[config.mk]
export PLATFORM = sky130hd
export DESIGN_NAME = fetch_controller_flat
export DESIGN_NICKNAME = d
export VERILOG_FILES = /design/src/rtl/fetch_controller_pkg.sv /design/src/rtl/fetch_controller_if.sv /design/src/rtl/fetch_fifo.sv /design/src/rtl/fetch_controller.sv /design/src/flat_wrapper.sv
export SDC_FILE = /design/constraint.sdc
export NUM_CORES = 1
export LEC_CHECK = 0
export CAP_MARGIN = 10
export CORE_MARGIN = 10
export CORE_UTILIZATION = 46
export CTS_BUF_LIST = sky130_fd_sc_hd__clkbuf_2
export DETAILED_ROUTE_END_ITERATION = 10
export PLACE_DENSITY = 0.88
export SYNTH_ARGS = -nofsm -noshare
export SYNTH_HDL_FRONTEND = slang
export SYNTH_SLANG_ARGS = --single-unit
[constraint.sdc]
create_clock -name clk -period 3.85 [get_ports clk]
set_clock_uncertainty 0.15 [all_clocks]
set_input_delay 0.77 -clock clk [delete_from_list [all_inputs] [get_ports clk]]
set_output_delay 0.77 -clock clk [all_outputs]
set_load 0.05 [all_outputs]
[src/rtl/fetch_controller_pkg.sv]
// Shared types and constants for the instruction-fetch sequencer.
package fetch_controller_pkg;

    typedef enum logic [1:0] {
        ST_FETCH  = 2'd0,
        ST_HALTED = 2'd1,
        ST_FAULT  = 2'd2
    } fetch_state_t;

    localparam int unsigned FIFO_DEPTH = 2;
    localparam int unsigned WORD_BYTES = 4;

    typedef struct packed {
        logic [31:0] instr;
        logic [31:0] pc;
    } fetch_entry_t;

    // Legal fetch address: word aligned and inside the instruction memory.
    function automatic logic pc_legal(input logic [31:0] addr, input logic [31:0] limit);
        return (addr[1:0] == 2'b00) && (addr < limit);
    endfunction

endpackage

[src/rtl/fetch_controller_if.sv]
// Fetch-stage bus: instruction memory port, control inputs and decode handshake.
interface fetch_controller_if;

    logic [31:0] imem_address;
    logic [31:0] imem_instruction;
    logic        redirect;
    logic [31:0] redirect_pc;
    logic        halt;
    logic        out_valid;
    logic        out_ready;
    logic [31:0] out_instruction;
    logic [31:0] out_pc;
    logic [31:0] out_pc_plus4;
    logic        halted;
    logic        fault;

    modport master (
        output imem_address, out_valid, out_instruction, out_pc, out_pc_plus4, halted, fault,
        input  imem_instruction, redirect, redirect_pc, halt, out_ready
    );

    modport slave (
        input  imem_address, out_valid, out_instruction, out_pc, out_pc_plus4, halted, fault,
        output imem_instruction, redirect, redirect_pc, halt, out_ready
    );

endinterface

[src/rtl/fetch_fifo.sv]
// Two-entry FIFO of {instruction, pc} pairs with flush; push while full is legal only alongside a pop.
module fetch_fifo
    import fetch_controller_pkg::*;
(
    input  logic         clk,
    input  logic         rst_n,
    input  logic         push,
    input  logic         pop,
    input  logic         flush,
    input  fetch_entry_t din,
    output logic [1:0]   count,
    output fetch_entry_t head
);

    fetch_entry_t entries [FIFO_DEPTH];
    logic         rd_ptr;
    logic         wr_ptr;
    logic         do_push;
    logic         do_pop;

    always_comb begin
        do_pop  = pop && (count != 2'd0);
        // When full, tail aliases head, so overwriting it is safe only as the head leaves.
        do_push = push && ((count != 2'(FIFO_DEPTH)) || do_pop);
    end

    always_ff @(posedge clk or negedge rst_n) begin
        if (!rst_n) begin
            rd_ptr <= 1'b0;
            wr_ptr <= 1'b0;
            count  <= '0;
            for (int unsigned i = 0; i < FIFO_DEPTH; i++) begin
                entries[i] <= '0;
            end
        end else if (flush) begin
            rd_ptr <= 1'b0;
            wr_ptr <= 1'b0;
            count  <= '0;
        end else begin
            if (do_push) begin
                entries[wr_ptr] <= din;
                wr_ptr          <= ~wr_ptr;
            end
            if (do_pop) begin
                rd_ptr <= ~rd_ptr;
            end
            case ({do_push, do_pop})
                2'b10:   count <= count + 2'd1;
                2'b01:   count <= count - 2'd1;
                default: count <= count;
            endcase
        end
    end

    assign head = entries[rd_ptr];

endmodule

[src/rtl/fetch_controller.sv]
// Instruction-fetch sequencer: owns the PC, feeds a 2-entry buffer toward decode,
// and handles redirects, halt requests and fetch faults.
module fetch_controller
    import fetch_controller_pkg::*;
#(
    parameter logic [31:0] RESET_PC   = 32'h0000_0000,
    parameter int unsigned IMEM_WORDS = 128
)(
    input  logic              clk,
    input  logic              rst_n,
    fetch_controller_if.master bus
);

    localparam logic [31:0] PC_LIMIT = 32'(WORD_BYTES * IMEM_WORDS);

    fetch_state_t state, state_next;
    logic [31:0]  pc, pc_next;
    logic [1:0]   count;
    fetch_entry_t head;
    fetch_entry_t din;
    logic         push;
    logic         pop;
    logic         flush;

    always_ff @(posedge clk or negedge rst_n) begin
        if (!rst_n) begin
            state <= ST_FETCH;
            pc    <= RESET_PC;
        end else begin
            state <= state_next;
            pc    <= pc_next;
        end
    end

    always_comb begin
        state_next = state;
        pc_next    = pc;
        push       = 1'b0;
        flush      = 1'b0;
        pop        = bus.out_valid && bus.out_ready;
        case (state)
            ST_FAULT: begin
            end
            default: begin
                if (bus.redirect) begin
                    // Flush beats any same-cycle pop; the target loads even when it faults.
                    flush      = 1'b1;
                    pop        = 1'b0;
                    pc_next    = bus.redirect_pc;
                    state_next = pc_legal(bus.redirect_pc, PC_LIMIT) ? ST_FETCH : ST_FAULT;
                end else if (state == ST_HALTED) begin
                    if (!bus.halt) begin
                        state_next = ST_FETCH;
                    end
                end else if (bus.halt) begin
                    state_next = ST_HALTED;
                end else if (pc >= PC_LIMIT) begin
                    state_next = ST_FAULT;
                end else if ((count != 2'(FIFO_DEPTH)) || pop) begin
                    push    = 1'b1;
                    pc_next = pc + 32'(WORD_BYTES);
                end
            end
        endcase
    end

    assign din = '{instr: bus.imem_instruction, pc: pc};

    fetch_fifo u_fifo (
        .clk   (clk),
        .rst_n (rst_n),
        .push  (push),
        .pop   (pop),
        .flush (flush),
        .din   (din),
        .count (count),
        .head  (head)
    );

    assign bus.imem_address    = pc;
    assign bus.out_valid       = (count != 2'd0);
    assign bus.out_instruction = head.instr;
    assign bus.out_pc          = head.pc;
    assign bus.out_pc_plus4    = head.pc + 32'(WORD_BYTES);
    assign bus.halted          = (state == ST_HALTED);
    assign bus.fault           = (state == ST_FAULT);

endmodule

[src/flat_wrapper.sv]
// flat-port wrapper written by rule: the top's interface ports become plain ports
module fetch_controller_flat import fetch_controller_pkg::*;
#(
    parameter logic [31:0] RESET_PC   = 32'h0000_0000,
    parameter int unsigned IMEM_WORDS = 128
)
  (clk, rst_n, bus_imem_address, bus_out_valid, bus_out_instruction, bus_out_pc, bus_out_pc_plus4, bus_halted, bus_fault, bus_imem_instruction, bus_redirect, bus_redirect_pc, bus_halt, bus_out_ready);
  fetch_controller_if bus_i ();
  input  logic clk;
  input  logic rst_n;
  output wire logic [$bits(bus_i.imem_address)-1:0] bus_imem_address;
  output wire logic [$bits(bus_i.out_valid)-1:0] bus_out_valid;
  output wire logic [$bits(bus_i.out_instruction)-1:0] bus_out_instruction;
  output wire logic [$bits(bus_i.out_pc)-1:0] bus_out_pc;
  output wire logic [$bits(bus_i.out_pc_plus4)-1:0] bus_out_pc_plus4;
  output wire logic [$bits(bus_i.halted)-1:0] bus_halted;
  output wire logic [$bits(bus_i.fault)-1:0] bus_fault;
  input wire logic [$bits(bus_i.imem_instruction)-1:0] bus_imem_instruction;
  input wire logic [$bits(bus_i.redirect)-1:0] bus_redirect;
  input wire logic [$bits(bus_i.redirect_pc)-1:0] bus_redirect_pc;
  input wire logic [$bits(bus_i.halt)-1:0] bus_halt;
  input wire logic [$bits(bus_i.out_ready)-1:0] bus_out_ready;
  assign bus_imem_address = bus_i.imem_address;
  assign bus_out_valid = bus_i.out_valid;
  assign bus_out_instruction = bus_i.out_instruction;
  assign bus_out_pc = bus_i.out_pc;
  assign bus_out_pc_plus4 = bus_i.out_pc_plus4;
  assign bus_halted = bus_i.halted;
  assign bus_fault = bus_i.fault;
  assign bus_i.imem_instruction = bus_imem_instruction;
  assign bus_i.redirect = bus_redirect;
  assign bus_i.redirect_pc = bus_redirect_pc;
  assign bus_i.halt = bus_halt;
  assign bus_i.out_ready = bus_out_ready;
  fetch_controller #(.RESET_PC(RESET_PC), .IMEM_WORDS(IMEM_WORDS)) u_core (.clk(clk), .rst_n(rst_n), .bus(bus_i));
endmodule
==> metrics.txt <==
most frequent cells in the layout 165 x dfrtp_1, 126 x clkdlybuf4s50_1, 108 x mux2_2; fin area 11700 um2; GP Congestion around 0.86; Worst-Skew Late Latency between 700 and 800 ps; number of buffers created by CTS 17; Core Area 17300 um2; H-tree Lvls 4; metal3 WL between 1500 and 2000 um; failing checks negative setup slack; outcome finished with violations; Ys Warns 0; Vias/cell 5.53; total power about 4300 uW; max-slew headroom at the worst pin between 20% and 30%; post-DP HPWL ~17000 um; Setup violations, final 12; Max Cap Viol 0; Die Area roughly 23000 um2; leakage just over 0.006 uW; Tot GR Track Use 18.6%; Max Slew Vio Count 0; DRC Markers 0; Initial Util ~47%; ANT nets after route 0; PnR worst setup slack -166 ps; largest net degree at the start of global routing 88; Post-synth EDFFs 0; multiplexer area fraction after synthesis around a fifth; Gate Count Post-Synth about 700; first-pass GRT wire length approximately 36000 um; Max clock buf depth 2; placed cell areas about 11000 um2; Area Growth Syn to Fin 43.9%; TritonCTS clock tree yes; clk root buf clkbuf_2; Die Ht 153 um; peak supply drop 273 uV; final WL 23100 um; Worst Path Required between 2000 and 3000 ps; commonest non-fill, non-tap cell in the layout dfrtp_1; post-synthesis compound-gate area fraction 6.70%; total grt overflow 0; initial antenna violation count 0; Post-Synth Simple-Gate Area between 10% and 20%; row count 48; sequential area share after synthesis around 50%; Period minus WS final ~4000 ps; nets@finish approximately 990; layout cell share with drive strength beyond 1 31.6%; ys flop type dfrtp_1; CTS Sinks 166; syn_nets 770; worst-margin pin slew 1160 ps; XOR/XNOR share of the synthesized area between 3 and 4%; synth unique cells 56; RSZ-0062 raised after global routing true; Sum Neg Setup Slack -1090 ps; vias in the first global route around 6600; Synth Area in Adders less than 1%; FILL cells around 1200; Power Dens Cells roughly 370 nW/um2; IO Pins 200; total number of vias about 6400; metal2 WL ~11000 um; Highest Signal Layer met4; Yosys reg bits ~170; worst-path maximum fanout 7; DR iter-0 viols 500; met1 wire length between 9000 and 10000 um; diode count 0; Achievable Freq 249 MHz; min-delay worst type flop to flop; Mean Syn Cell Area roughly 12 um2; Final Hold Fails 0; main combinational cell family by area after synthesis multiplexers; Mapped Area between 8000 and 9000 um2; placed cells 1108; PortBufs roughly 200; ys async rst share 100%; CP startpoint kind flop; Critical Path AT 3100 ps; WL/cell 19.9 um; CP endpoint kind output port; die span in x between 150 and 200 um; reg2reg setup slack about 1100 ps; Worst Path Class, Setup flop to output port; drt pass-1 iters 4; Period Utilization, post-route 104%; Non-Filler Instances 1159; Worst-path clk slew 220 ps
[sequential cells by signal, indices dropped and copies added (netlist names)]
| name | count |
|---|---|
| u_core.u_fifo.wr_ptr | 1 |
| u_core.bus.imem_address | 32 |
| u_core.u_fifo.entries | 128 |
| u_core.state | 2 |
| u_core.u_fifo.count | 2 |
| u_core.u_fifo.rd_ptr | 1 |
[timing repair]
action	4_1_cts	5_1_grt
endpoints found under the setup margin	42	46
gates resized for setup	52	56
hold endpoints to repair	85	0
pin swaps	18	20
gates cloned	0	0
hold buffers	1	0
setup buffers	10	8
[Yosys cell counts, types with 2 or more instances]
cell / n / area (um2)
dfrtp_1: 166 / 4150
mux2_2: 108 / 1220
nand2_1: 63 / 236
and2_1: 50 / 313
nor2_1: 27 / 101
a21oi_1: 21 / 105
mux2_4: 20 / 300
nand3_1: 18 / 90.1
xnor2_1: 17 / 149
inv_1: 16 / 60.1
clkbuf_1: 14 / 52.6
nand4_1: 13 / 81.3
nor4_1: 12 / 75.1
o21ai_0: 12 / 60.1
o22a_1: 12 / 105
xor2_1: 12 / 105
mux2i_1: 11 / 110
buf_2: 10 / 50.1
and3_1: 8 / 50.1
nand4b_1: 7 / 61.3
a2bb2oi_1: 6 / 52.6
mux2_1: 6 / 67.6
nor3_1: 6 / 30.0
buf_1: 5 / 18.8
o22ai_1: 5 / 31.3
buf_6: 4 / 45.0
ha_1: 4 / 50.1
a32o_1: 3 / 30.0
a32oi_1: 3 / 26.3
buf_4: 3 / 22.5
nor2b_1: 3 / 18.8
a21o_1: 2 / 15.0
a22oi_1: 2 / 15.0
nand2b_1: 2 / 12.5
nand3_2: 2 / 20.0
nor3_2: 2 / 20.0
or2_2: 2 / 12.5
or4_1: 2 / 15.0
[worst paths after layout]
| kind | from | endpoint | depth (start not counted) |
|---|---|---|---|
| min in group asynchronous | rst_n | u_core.u_fifo.entries[82]$_DFFE_PN0P_ | 2 |
| worst max register to register | u_core.bus.imem_address[28]$_DFFE_PN0P_ | u_core.bus.imem_address[2]$_DFFE_PN0P_ | 5 |
| worst min-delay path | u_core.u_fifo.entries[91]$_DFFE_PN0P_ | u_core.u_fifo.entries[91]$_DFFE_PN0P_ | 1 |
| worst min register to register | u_core.u_fifo.entries[91]$_DFFE_PN0P_ | u_core.u_fifo.entries[91]$_DFFE_PN0P_ | 1 |
| max in group asynchronous | rst_n | u_core.u_fifo.entries[42]$_DFFE_PN0P_ | 3 |
| worst max-delay path | u_core.u_fifo.rd_ptr$_DFFE_PN0P_ | bus_out_pc_plus4[28] | 10 |
[cell families after synthesis]
family	after synthesis
flip-flops	166
multiplexers	145
buffers and inverters	53
AND/OR/NAND/NOR	223
adder cells (fa/ha/maj)	4
XOR/XNOR	29
AO/OA/AOI/OAI	77
[metal layers]
metal  track usage [%]  vias up
met1              22.7     3231
li1                  -     2919
met5                 0        -
met2              30.4      234
met3              6.45       30
met4              5.68        0
[critical path: stages, from the launching register on]
cell and delay, ps:
dfrtp_4 600, mux2i_4 220, clkinvlp_4 100, ha_4 130
nand4_1 130, a22oi_2 350, buf_6 170, and3_4 220
nand3_4 110, xnor2_4 200, buf_12 150
[through the flow]
step                setup slack (ps)  hold slack (ps)  utilization (%)
finish                          -166              371             67.8
global route                    -422              356             67.8
CTS                             -185              325             66.2
detailed placement               484              320             63.1
global placement                 561              314             63.1
floorplan                       -167              297                -
[power by group]
part / total (uW) / internal [uW] / switching (uW)
Sequential: 1990 / 1840 / 144
Combinational: 1260 / 521 / 744
Clock: 1090 / 443 / 649
Total: 4340 / 2810 / 1540
[cell type report]
class	count	area (um2)	area share, %
multi-input cells	478	4270	36.4
flip-flops and latches	166	4160	35.5
repair buffers	241	2650	22.6
well taps	225	282	2.40
clock inverters	15	211	1.80
clock buffers	17	85.1	0.726
inverters	17	67.6	0.576
(Power assumes the default switching activity.)
